--- src/rtl/shift_frame_ctrl.sv ---
// shift_frame_ctrl: paces a right-shifting SIPO register one shift per CLKS_PER_BIT clocks,
// counts DATA_WIDTH bits per frame, then captures the assembled word and offers it on a
// valid/ready handshake with one word of buffering.
//
// Optional feature macro: SHIFT_FRAME_PARITY_EN
//   defined   - an extra bit period follows the data bits; serial_in is sampled at its end and
//               parity_err reports even-parity failure of {word, parity bit}.
//   undefined - no parity period, serial_in is ignored and parity_err is tied low.

module shift_frame_ctrl #(
  parameter int unsigned DATA_WIDTH   = 5,
  parameter int unsigned CLKS_PER_BIT = 4
) (
  input  logic                  clk,
  input  logic                  reset_n,
  input  logic                  start,
  input  logic                  serial_in,
  input  logic [DATA_WIDTH-1:0] sr_data,
  output logic                  sr_shift_en,
  output logic                  busy,
  output logic [DATA_WIDTH-1:0] frame_data,
  output logic                  frame_valid,
  input  logic                  frame_ready,
  output logic                  parity_err,
  output logic                  overrun
);

  localparam int unsigned DivW = (CLKS_PER_BIT > 1) ? $clog2(CLKS_PER_BIT) : 1;
  localparam int unsigned BitW = $clog2(DATA_WIDTH + 2);

  localparam logic [DivW-1:0] DivLast = DivW'(CLKS_PER_BIT - 1);
  localparam logic [BitW-1:0] BitLast = BitW'(DATA_WIDTH - 1);

  localparam logic [2:0] StIdle   = 3'd0;
  localparam logic [2:0] StShift  = 3'd1;
  localparam logic [2:0] StSettle = 3'd2;
  localparam logic [2:0] StLatch  = 3'd3;
  localparam logic [2:0] StParity = 3'd4;

  logic [2:0]            state_q, state_d;
  logic [DivW-1:0]       div_cnt_q, div_cnt_d;
  logic [BitW-1:0]       bit_cnt_q, bit_cnt_d;
  logic                  sr_shift_en_q, sr_shift_en_d;
  logic                  busy_q, busy_d;
  logic [DATA_WIDTH-1:0] frame_data_q, frame_data_d;
  logic                  frame_valid_q, frame_valid_d;
  logic                  overrun_q, overrun_d;
  logic                  latch_ok;

  // A word may be captured when the buffer is empty or is being drained on this same edge.
  assign latch_ok = !frame_valid_q || frame_ready;

`ifdef SHIFT_FRAME_PARITY_EN
  logic parity_bit_q, parity_bit_d;
  logic parity_err_q, parity_err_d;
`else
  // serial_in only matters during the parity period, which this build does not have.
  logic unused_serial_in;
  assign unused_serial_in = serial_in;
`endif

  // Next-state logic for the frame sequencer and the output buffer.
  always_comb begin
    state_d       = state_q;
    div_cnt_d     = div_cnt_q;
    bit_cnt_d     = bit_cnt_q;
    busy_d        = busy_q;
    frame_data_d  = frame_data_q;
    frame_valid_d = frame_valid_q;
    sr_shift_en_d = 1'b0;
    overrun_d     = 1'b0;
`ifdef SHIFT_FRAME_PARITY_EN
    parity_bit_d  = parity_bit_q;
    parity_err_d  = parity_err_q;
`endif

    // Consumer handshake; a capture below on the same edge overrides the clear.
    if (frame_valid_q && frame_ready) begin
      frame_valid_d = 1'b0;
    end

    case (state_q)
      StIdle: begin
        if (start) begin
          state_d   = StShift;
          div_cnt_d = '0;
          bit_cnt_d = '0;
          busy_d    = 1'b1;
        end
      end

      StShift: begin
        if (div_cnt_q == DivLast) begin
          div_cnt_d     = '0;
          bit_cnt_d     = bit_cnt_q + BitW'(1);
          sr_shift_en_d = 1'b1;
          if (bit_cnt_q == BitLast) begin
`ifdef SHIFT_FRAME_PARITY_EN
            state_d = StParity;
`else
            state_d = StSettle;
`endif
          end
        end else begin
          div_cnt_d = div_cnt_q + DivW'(1);
        end
      end

`ifdef SHIFT_FRAME_PARITY_EN
      // One full bit period with no strobe; the parity bit is sampled at its end.
      StParity: begin
        if (div_cnt_q == DivLast) begin
          div_cnt_d    = '0;
          parity_bit_d = serial_in;
          state_d      = StLatch;
        end else begin
          div_cnt_d = div_cnt_q + DivW'(1);
        end
      end
`endif

      // Final strobe is high this cycle; the register updates on the closing edge.
      StSettle: begin
        state_d = StLatch;
      end

      StLatch: begin
        state_d = StIdle;
        busy_d  = 1'b0;
        if (latch_ok) begin
          frame_data_d  = sr_data;
          frame_valid_d = 1'b1;
`ifdef SHIFT_FRAME_PARITY_EN
          parity_err_d  = ^{sr_data, parity_bit_q};
`endif
        end else begin
          overrun_d = 1'b1;
        end
      end

      default: begin
        state_d = StIdle;
        busy_d  = 1'b0;
      end
    endcase
  end

  // State and output registers; reset clears everything including the held word.
  always_ff @(posedge clk or negedge reset_n) begin
    if (!reset_n) begin
      state_q       <= StIdle;
      div_cnt_q     <= '0;
      bit_cnt_q     <= '0;
      sr_shift_en_q <= 1'b0;
      busy_q        <= 1'b0;
      frame_data_q  <= '0;
      frame_valid_q <= 1'b0;
      overrun_q     <= 1'b0;
    end else begin
      state_q       <= state_d;
      div_cnt_q     <= div_cnt_d;
      bit_cnt_q     <= bit_cnt_d;
      sr_shift_en_q <= sr_shift_en_d;
      busy_q        <= busy_d;
      frame_data_q  <= frame_data_d;
      frame_valid_q <= frame_valid_d;
      overrun_q     <= overrun_d;
    end
  end

`ifdef SHIFT_FRAME_PARITY_EN
  // Parity bit capture and result register.
  always_ff @(posedge clk or negedge reset_n) begin
    if (!reset_n) begin
      parity_bit_q <= 1'b0;
      parity_err_q <= 1'b0;
    end else begin
      parity_bit_q <= parity_bit_d;
      parity_err_q <= parity_err_d;
    end
  end

  assign parity_err = parity_err_q;
`else
  assign parity_err = 1'b0;
`endif

  assign sr_shift_en = sr_shift_en_q;
  assign busy        = busy_q;
  assign frame_data  = frame_data_q;
  assign frame_valid = frame_valid_q;
  assign overrun     = overrun_q;

endmodule
--- config.mk ---
export PLATFORM = sky130hd
export DESIGN_NAME = shift_frame_ctrl
export DESIGN_NICKNAME = d
export VERILOG_FILES = /design/src/rtl/shift_frame_ctrl.sv
export SDC_FILE = /design/constraint.sdc
export NUM_CORES = 1
export LEC_CHECK = 0
export CAP_MARGIN = 10
export CORE_MARGIN = 5
export CORE_UTILIZATION = 30
export CTS_CLUSTER_SIZE = 25
export DETAILED_ROUTE_END_ITERATION = 16
export DONT_BUFFER_PORTS = 1
export SYNTH_ARGS = -nofsm -noshare
export SYNTH_HDL_FRONTEND = slang
export SYNTH_SLANG_ARGS = --single-unit
--- constraint.sdc ---
create_clock -name clk -period 1.7 [get_ports clk]
set_input_delay 0.085 -clock clk [delete_from_list [all_inputs] [get_ports clk]]
set_output_delay 0.085 -clock clk [all_outputs]
set_load 0.01 [all_outputs]
==> impl_metrics.ini <==
[power]
finalPower_mw = 1.64
p_clk_share_pct = 15.5
p_switching_uw = 603
p_int_mw = 1.04
worst_ir_drop_vdd_mv = 0.922
switching_share_pct = 36.7
leakage_nw = 0.437
p_comb_share_pct = 41.7
power.density_cell_area_mw_per_mm2 = 1730
p_seq_share_pct = 42.8

[sta]
relSlewSlack_pct = 50.6
timing.fmax_mhz = 629
finalHoldViolCount = 0
worst_pin_slew_ns = 0.739
rsz0062_at_grt = no
min_period_ns = 1.59
slew_violations = 0
fin_worst_skew_ns = 0.000969
setup_viol = 0
finalCritPeriodShare_pct = 93.5
tns_ns = 0

[setup_path]
cp_slowest_cell = dfrtp_1
cp_max_fo = 6
crit_family = flip-flops
critPathBufInv = 1
max_stage_delay_ns = 0.41
required_ns = 1.88
crit_type = flop to flop
end_kind = flop
arrival_ns = 1.77
worst_setup_path_start_kind = flop
crit_chain = inv_1 -> ha_2 -> nor2b_1 -> a221oi_2 -> mux2_2

[synth]
synth-xor-area-share_pct = 0
synth-simple-area-share_pct = 11.1
ys.flop_type = dfrtp_1
syn_inst = 68
avgSynthCellArea_um2 = 11.7
ys_warn_count = 0
ys_ff_latch = 16
ys_seq_area_share_pct = 50.2
synth_compound_area_share_pct = 10.8
synth_top_family_by_area = adder cells
synth_edf_count = 0
syn_area_um2 = 797
ys_async_sr_fraction_pct = 100
synthAdderAreaFrac_pct = 12.6
synth.distinct_cells = 23
synth_mux_area_share_pct = 11.0
syn_nets = 86

[clocking]
ctsLongestPathBuffers = 2
cts_tree = yes
path_clk_slew_ns = 0.10
cts.sinks = 16
clk-insertion-delay-late_ns = 0.29
cts_root_buffer = clkbuf_4
numCtsBuffers = 3
postCtsSetupRepairBufs = 0
htree_levels = 1

[drt]
via_per_inst = 4.73
first_iter_violations = 12
dr_total_vias = 520
drc = 0
postRouteAntennaNets = 0
dr.pass1.iters = 2
routed_wl_um = 1410
wl_per_cell_um = 12.8

[finish]
drive_gt1_share_pct = 17.5
n_antenna_cell = 0
nFillCells = 234
seq_area_um2 = 400
fin_nets = 99
syn2layout_area_growth_pct = 19.3
multi_input_area_um2 = 369

[global_routing]
grt_max_degree = 17
antenna_found_initial = 0
grt_pass1_wl_um = 2350
overflow = 0
grt_usage_pct = 8.66
grt_pass1_vias = 545

[place]
gp_congestion = 0.779
place_hpwl_um = 1060
portBuffers = 0

[die]
die_x_um = 61.5
io_pins = 20
num_rows = 18
initial_core_util_pct = 31.9
die_h_um = 61.5
core-area_mm2 = 0.00250
dieArea_mm2 = 0.00379

[worst_hold_path]
hold_path_class = primary input to flop

[status]
status = completed

[run]
maxCapViolCount = 0
==> final timing paths <==
kind	start	endpoint	slack, ns	cells after the start
worst max register to register	state_q[0]$_DFFE_PN0P_	state_q[1]$_DFFE_PN0P_	0.11	5
worst min register to register	div_cnt_q[1]$_DFFE_PN0P_	div_cnt_q[1]$_DFFE_PN0P_	0.51	1
max in group asynchronous	reset_n	frame_data[3]$_DFFE_PN0P_	0.95	1
min in group asynchronous	reset_n	div_cnt_q[0]$_DFFE_PN0P_	0.29	1
worst max-delay path	state_q[0]$_DFFE_PN0P_	state_q[1]$_DFFE_PN0P_	0.11	5
worst min-delay path	start	busy$_DFFE_PN0P_	0.05	2
==> power by group through the flow <==
stage	Combinational, mW	Sequential, mW	Clock [mW]
global placement	0.650	0.710	0
global route	0.781	0.730	0.294
detailed placement	0.671	0.713	0
CTS	0.692	0.707	0.269
floorplan	0.526	0.681	0
finish	0.685	0.702	0.255
==> routing by layer <==
metal  routed length, µm  GRT usage (%)
met3                 151           5.66
met5                   0              0
met2                 653           14.5
met1                 606           9.54
met4                   0          0.909
==> stage by stage <==
stage          cell area, µm²  setup slack [ns]  hold slack [ns]  utilization (%)  cells
6_report                  951             0.111           0.0518             38.0    110
5_1_grt                   951           0.00241           0.0417             38.0    110
4_1_cts                   948            0.0348           0.0365             37.9    110
3_5_place_dp              842            0.0535           -0.210             33.7     99
3_3_place_gp              842            0.0665           -0.210             33.7     99
2_1_floorplan             797             0.152           -0.211                -     68
==> worst register-to-register path, delay by kind of cell, from the launching register on <==
kind	cells	cell delay, ns
flip-flops	1	0.41
multiplexers	1	0.37
AO/OA/AOI/OAI	1	0.24
adder cells (fa/ha/maj)	1	0.22
AND/OR/NAND/NOR	1	0.16
buffers and inverters	1	0.09
==> Yosys cell counts, types with 2 or more instances <==
cell | count | share of area, %
a32o_1 | 2 | 2.5
mux2_2 | 6 | 8.5
nand2_1 | 6 | 2.8
ha_1 | 8 | 13
mux2i_1 | 2 | 2.5
dfrtp_1 | 16 | 50
o21ai_0 | 4 | 2.5
inv_1 | 6 | 2.8
nor2_1 | 2 | 0.94
nor2b_1 | 3 | 2.4
==> cell type report <==
class                           instances  share of cell area [%]
Clock buffer                            4                    3.82
Inverter                                6                    2.37
Multi-Input combinational cell         45                    38.8
Sequential cell                        16                    42.1
Tap cell                               30                    3.95
Timing Repair Buffer                    9                    8.95
==> state kept, by name (all words and copies together), names as in the netlist <==
signal	flops
frame_data	5
overrun	1
frame_valid	1
state_q	2
bit_cnt_q	3
busy	1
sr_shift_en	1
div_cnt_q	2
==> cells by family (layout without fill, tap and decap cells) <==
group	count (synthesis)	count (layout)
buffers and inverters	7	19
and+or+nand+nor	17	17
adders and majority gates	8	8
other	1	1
DFF	16	16
muxes	8	8
AOI/OAI and AO/OA	11	11
==> what timing repair did <==
item                                    4_1_cts  5_1_grt
hold endpoints to repair                     22        0
resized for setup                             0        1
hold buffers                                  7        0
endpoints found under the setup margin        0        3
==> cell usage in the layout, fill, tap and decap left out <==
cell type / instances
conb_1: 1
mux2i_1: 2
nand3_1: 1
dlygate4sd3_1: 7
clkbuf_4: 3
nand2b_1: 1
or2b_1: 1
a22o_1: 1
nand2_1: 6
or4_1: 1
ha_2: 1
ha_1: 7
nor2b_1: 3
clkbuf_8: 1
mux2_2: 6
o21ai_0: 4
o22ai_1: 1
buf_4: 2
o31ai_1: 1
a32o_1: 2
o22a_1: 1
nand3b_1: 1
nor2_1: 2
a221oi_2: 1
inv_1: 6
and2_1: 1
dfrtp_1: 16
No activity file was read; power rests on OpenSTA's default activity.
